## src/rtl/bus_arbiter_pkg.sv

```systemverilog
// Shared constants and types for the system-bus arbiter: owner index type,
// arbiter state encoding, master indices and the bus-level polarity constants.
package bus_arbiter_pkg;

  localparam int WORD_W  = 32;
  localparam int MST_CNT = 4;

  // Owner index, one of the four masters.
  typedef logic [1:0] bus_owner_t;

  // IDLE: no grant outstanding. OWNED: exactly one grant held low.
  typedef enum logic {
    ARB_STATE_IDLE  = 1'b0,
    ARB_STATE_OWNED = 1'b1
  } arb_state_t;

  localparam bus_owner_t BUS_MASTER_0 = 2'd0;  // instruction fetch
  localparam bus_owner_t BUS_MASTER_1 = 2'd1;  // data port
  localparam bus_owner_t BUS_MASTER_2 = 2'd2;  // DMA
  localparam bus_owner_t BUS_MASTER_3 = 2'd3;  // debug

  // Bus-level encodings: rw high means read, strobes/grants are active-low.
  localparam logic READ     = 1'b1;
  localparam logic WRITE    = 1'b0;
  localparam logic ENABLE_  = 1'b0;
  localparam logic DISABLE_ = 1'b1;

  // One-hot (active-high) mask selecting a single master.
  function automatic logic [MST_CNT-1:0] owner_onehot(input bus_owner_t o);
    return 4'b0001 << o;
  endfunction

endpackage

```

## src/rtl/bus_arb_rr_pick.sv

```systemverilog
// Combinational 4-way round-robin picker. Scans start, start+1, ... modulo 4
// over the active-high request vector with excluded masters masked off, and
// reports the first hit.
module bus_arb_rr_pick
  import bus_arbiter_pkg::*;
(
  input  logic [MST_CNT-1:0] req,
  input  bus_owner_t         start,
  input  logic [MST_CNT-1:0] excl,
  output logic               found,
  output bus_owner_t         winner
);

  logic [MST_CNT-1:0] cand;
  bus_owner_t         idx;

  // Walk the offsets from farthest to nearest so the nearest hit wins.
  always_comb begin
    cand   = req & ~excl;
    found  = 1'b0;
    winner = start;
    idx    = start;
    for (int k = MST_CNT - 1; k >= 0; k--) begin
      idx = start + bus_owner_t'(k);
      if (cand[idx]) begin
        found  = 1'b1;
        winner = idx;
      end
    end
  end

endmodule

```

## src/rtl/bus_arbiter.sv

```systemverilog
// Round-robin owner FSM and master-side multiplexer for the shared system bus.
// Grants are registered and held until the owner raises its request; a release
// hands over directly to the next requester without an idle cycle.
//
// Handshake: a master requests by driving m_req_[i] low and owns the bus for
// every cycle m_grnt_[i] is low; it gives the bus back by driving m_req_[i]
// high, which drops the grant after the next rising edge. Owners drive their
// strobe only while granted; strobes of non-owners never reach the bus.
module bus_arbiter
  import bus_arbiter_pkg::*;
#(
  parameter int WORD_W = bus_arbiter_pkg::WORD_W
) (
  input  logic                      clk,
  input  logic                      reset,
  input  logic [MST_CNT-1:0]        m_req_,
  output logic [MST_CNT-1:0]        m_grnt_,
  input  logic [MST_CNT*WORD_W-1:0] m_addr,
  input  logic [MST_CNT-1:0]        m_as_,
  input  logic [MST_CNT-1:0]        m_rw,
  input  logic [MST_CNT*WORD_W-1:0] m_wr_data,
  output logic [WORD_W-1:0]         s_addr,
  output logic                      s_as_,
  output logic                      s_rw,
  output logic [WORD_W-1:0]         s_wr_data,
  output bus_owner_t                arb_owner,
  output logic                      arb_busy,
  output arb_state_t                dbg_state
);

  arb_state_t state_q, state_d;
  bus_owner_t owner_q, owner_d;
  bus_owner_t nxt_q, nxt_d;

  logic [MST_CNT-1:0] pick_req;
  bus_owner_t         pick_start;
  logic [MST_CNT-1:0] pick_excl;
  logic               pick_found;
  bus_owner_t         pick_winner;
  logic               owner_release;

  // The owner's request going high is the only way a tenure ends.
  assign owner_release = (state_q == ARB_STATE_OWNED) && (m_req_[owner_q] == DISABLE_);

  // Idle scans from the saved pointer; a handover scans past the releasing owner.
  always_comb begin
    pick_req   = ~m_req_;
    pick_start = nxt_q;
    pick_excl  = '0;
    if (state_q == ARB_STATE_OWNED) begin
      pick_start = owner_q + 2'd1;
      pick_excl  = owner_onehot(owner_q);
    end
  end

  bus_arb_rr_pick u_pick (
    .req    (pick_req),
    .start  (pick_start),
    .excl   (pick_excl),
    .found  (pick_found),
    .winner (pick_winner)
  );

  // Owner FSM state, owner index and round-robin pointer.
  always_ff @(posedge clk or negedge reset) begin
    if (!reset) begin
      state_q <= ARB_STATE_IDLE;
      owner_q <= BUS_MASTER_0;
      nxt_q   <= BUS_MASTER_0;
    end else begin
      state_q <= state_d;
      owner_q <= owner_d;
      nxt_q   <= nxt_d;
    end
  end

  // Next-state: grant from idle, hold while requested, hand over or go idle on release.
  always_comb begin
    state_d = state_q;
    owner_d = owner_q;
    nxt_d   = nxt_q;
    case (state_q)
      ARB_STATE_IDLE: begin
        if (pick_found) begin
          state_d = ARB_STATE_OWNED;
          owner_d = pick_winner;
        end
      end
      ARB_STATE_OWNED: begin
        if (owner_release) begin
          nxt_d = owner_q + 2'd1;
          if (pick_found) begin
            owner_d = pick_winner;
          end else begin
            state_d = ARB_STATE_IDLE;
          end
        end
      end
      default: begin
        state_d = ARB_STATE_IDLE;
      end
    endcase
  end

  // Grant and status outputs decode straight from registered state.
  always_comb begin
    arb_busy  = (state_q == ARB_STATE_OWNED);
    arb_owner = owner_q;
    dbg_state = state_q;
    m_grnt_   = {MST_CNT{DISABLE_}};
    if (arb_busy) begin
      m_grnt_ = ~owner_onehot(owner_q);
    end
  end

  // Shared-bus mux: the owner's signals, or a quiet read-idle bus.
  always_comb begin
    s_addr    = '0;
    s_as_     = DISABLE_;
    s_rw      = READ;
    s_wr_data = '0;
    if (state_q == ARB_STATE_OWNED) begin
      s_addr    = m_addr[owner_q*WORD_W +: WORD_W];
      s_as_     = m_as_[owner_q];
      s_rw      = m_rw[owner_q];
      s_wr_data = m_wr_data[owner_q*WORD_W +: WORD_W];
    end
  end

endmodule

```

## config.mk

```make
export PLATFORM = sky130hd
export DESIGN_NAME = bus_arbiter
export DESIGN_NICKNAME = d
export VERILOG_FILES = /design/src/rtl/bus_arbiter_pkg.sv /design/src/rtl/bus_arb_rr_pick.sv /design/src/rtl/bus_arbiter.sv
export SDC_FILE = /design/constraint.sdc
export NUM_CORES = 1
export LEC_CHECK = 0
export ABC_AREA = 1
export BUFFER_PORTS_ARGS = -buffer_cell sky130_fd_sc_hd__buf_2
export CAP_MARGIN = 20
export CORE_AREA = 4 4 133 135
export DETAILED_ROUTE_END_ITERATION = 6
export DIE_AREA = 0 0 137 139
export SLEW_MARGIN = 20
export SYNTH_ARGS = -nofsm -noshare
export SYNTH_HDL_FRONTEND = slang
export SYNTH_SLANG_ARGS = --single-unit
```

## constraint.sdc

```tcl
create_clock -name clk -period 2 [get_ports clk]
set_input_delay 0.3 -clock clk [delete_from_list [all_inputs] [get_ports clk]]
set_output_delay 0.3 -clock clk [all_outputs]
set_load 0.05 [all_outputs]
```

==> flow_summary.ini <==
[final_layout]
antenna_cells = 0
final_core_util = 0.3758
design_area_um2 = 6187
area_growth_pct = 120.7
nets = 1204
drive_gt1_frac = 0.4962

[sta]
timing.slew.headroom = 0.7178
fmax_ghz = 0.4880
finalCriticalPeriod_ns = 2.049
skew_ns = 0.0004259
rsz0062_at_grt = true
finalSetupViolCount = 18
worst_pin_slew_ns = 0.4189
fin_setup_tns_ns = -0.4218
finalWorstSetupSlack_ns = -0.04906
hold_violations = 0
fin_crit_sh = 1.025
finalMaxSlewViolations = 0

[yosys]
ys.flop_type = dfrtp_1
ys_seq_elements = 5
synth.area.top_cells = nor2_1 (35%), o21ai_0 (24%), a21oi_1 (12%), nand2_1 (6.4%), dfrtp_1 (4.5%)
yosys.area.top_type_share = 0.3507
ys_async_sr_fraction = 1.000
synth_area_um2 = 2804
yosys.cell_types.count = 23
yosys-top-cells-count = nor2_1 (262), o21ai_0 (135), a21oi_1 (67)
synth_area_per_cell_um2 = 4.567
syn_inst = 614
yosysTopAreaCell = nor2_1
synth_fp_nets = 888
yosysSeqAreaShare = 0.04462
synth_edf_count = 0
ys_warn_count = 0
yosysMostFrequentCell = nor2_1

[clock_tree]
htreeDepth = 1
cts_setup_buffers = 0
cts-root-buf = clkbuf_16
clockBufferDepth = 2
clk_latency_ns = 0.23
cts_tree = built
cts.clk_slew.worst_paths_ns = 0.03
cts_buffers = 3
clock-sinks = 5

[setup_path]
critPathLaunchType = register
cp.required_ns = 1.70
cp.arrival_ns = 1.75
rr_startpoint = arb_owner[0]
end_kind = output port
crit_start = arb_owner[0]
worst-path-buf-inv = 3
cp_max_fo = 59
crit_type = register to output port
crit_slowest_cell = dfrtp_4
path_cells = inv_4, buf_16, o21ai_0, a21oi_4, buf_4
max_stage_delay_ns = 0.51
cpLargestDelayFamily = buffers and inverters

[die]
pin_count = 344
coreArea_um2 = 16470
die_w_um = 137
die_y_um = 139
die-area_um2 = 19040
rows = 47
start_util = 0.1703

[detailed_routing]
ant_nets = 0
dr.pass1.iters = 4
drt-initial-drc-count = 259
drc = 0
wl_per_cell_um = 14.30
via_count = 5162
detail_route.vias_per_cell = 4.493
wl_mm = 16.43

[global_routing]
grt_start_max_net_pins = 68
overflow = 0
first_global_vias = 5117
grt_pass1_wl_mm = 24.68
grt_usage = 0.1561
antenna_found_initial = 0

[outcome]
violations = negative setup slack
status = finished, violations left

[placed_design]
io_buffers = 343
place_congestion = 0.8852
dpl_cell_area_um2 = 5683
dpl.hpwl_mm = 13.09

[min_path]
hold_class = input port to async pin

[run]
drv_cap = 0
[flip-flops by register name, indices dropped and copies added (netlist names)]
name       count
nxt_q          2
arb_busy       1
arb_owner      2
[metal layers]
layer | global-route usage | wire length (um) | up-vias
li1 | - | - | 2632
met1 | 0.1794 | 6284 | 2248
met2 | 0.2894 | 8271 | 250
met3 | 0.02649 | 1467 | 32
met4 | 0.04727 | 407 | 0
met5 | 0 | 0 | -
[logic make-up (layout without fill, tap and decap cells)]
group	after synthesis	in the layout	synth area share
buffers and inverters	68	383	0.1026
adders and majority gates	4	4	0.01785
and+or+nand+nor	330	330	0.4592
DFF	5	5	0.04462
AOI/OAI and AO/OA	207	207	0.3757
[what timing repair did]
item | in CTS | in global routing
hold buffers | 1 | 0
hold endpoints to repair | 5 | 0
setup endpoints to repair | 65 | 68
cloned | 0 | 0
pin swaps | 0 | 1
gates resized for setup | 123 | 75
[worst paths after layout]
kind / endpoint / slack, ns / depth (start not counted)
setup / recovery: s_addr[27] / -0.05 / 5
hold / removal: arb_owner[0] / 0.43 / 2
setup reg to reg: arb_owner[1] / 0.12 / 15
hold reg to reg: nxt_q[0] / 0.57 / 1
max in group asynchronous: arb_owner[0] / 1.42 / 2
min in group clk: nxt_q[0] / 0.57 / 1
[worst reg2reg max path, stage by stage (launching register included)]
cell     delay, ns
dfrtp_4       0.51
inv_4         0.13
buf_12        0.14
ha_4          0.21
inv_1         0.05
nand2_1       0.05
nand2_2       0.12
nand2_1       0.06
nand2_1       0.08
nand2_1       0.08
nand2_1       0.07
inv_1         0.04
nand2_1       0.05
nand2_1       0.05
nand2_1       0.07
a21oi_2       0.05
[cell type report]
cell class                      instances  area, um^2
Fill cell                            1790       10280
Multi-Input combinational cell        541        3206
Timing Repair Buffer                  364        2432
Tap cell                              220       275.3
Sequential cell                         5       131.4
Clock buffer                            4       78.83
Inverter                               15       63.81
[placed cells by master, fill, tap and decap left out]
master         instances
buf_8                  3
clkbuf_16              3
nand2_2                8
dfrtp_1                2
dfrtp_2                2
inv_6                  1
nand2_4                2
a21oi_2                2
inv_2                  3
buf_6                 52
o21ai_0               66
nand3_2                1
a21oi_4               63
nand4_1                1
dlygate4sd3_1          1
nand2_1               44
buf_4                 19
clkbuf_1               1
inv_1                 10
ha_1                   2
o221ai_4               2
o21a_1                 1
nor2_4                 1
o21ai_2                3
o21ai_1               67
buf_2                277
a21oi_1                3
inv_4                  1
dfrtp_4                1
nor2_2                 2
ha_4                   2
nand3_1                8
buf_12                 9
nor2_1               262
nand2_8                1
buf_16                 3
[through the flow]
stage	hold WS (ns)	std cells	setup slack [ns]
3_5_place_dp	0.1294	1144	0.1048
3_3_place_gp	0.1258	1144	0.1238
4_1_cts	0.4334	1149	-0.03283
2_1_floorplan	0.004409	614	-0.07861
6_report	0.4259	1149	-0.04906
5_1_grt	0.4411	1149	-0.1177
Power is not shown: default switching activity piles up to over one toggle a cycle in this logic, so the estimate is an artifact.
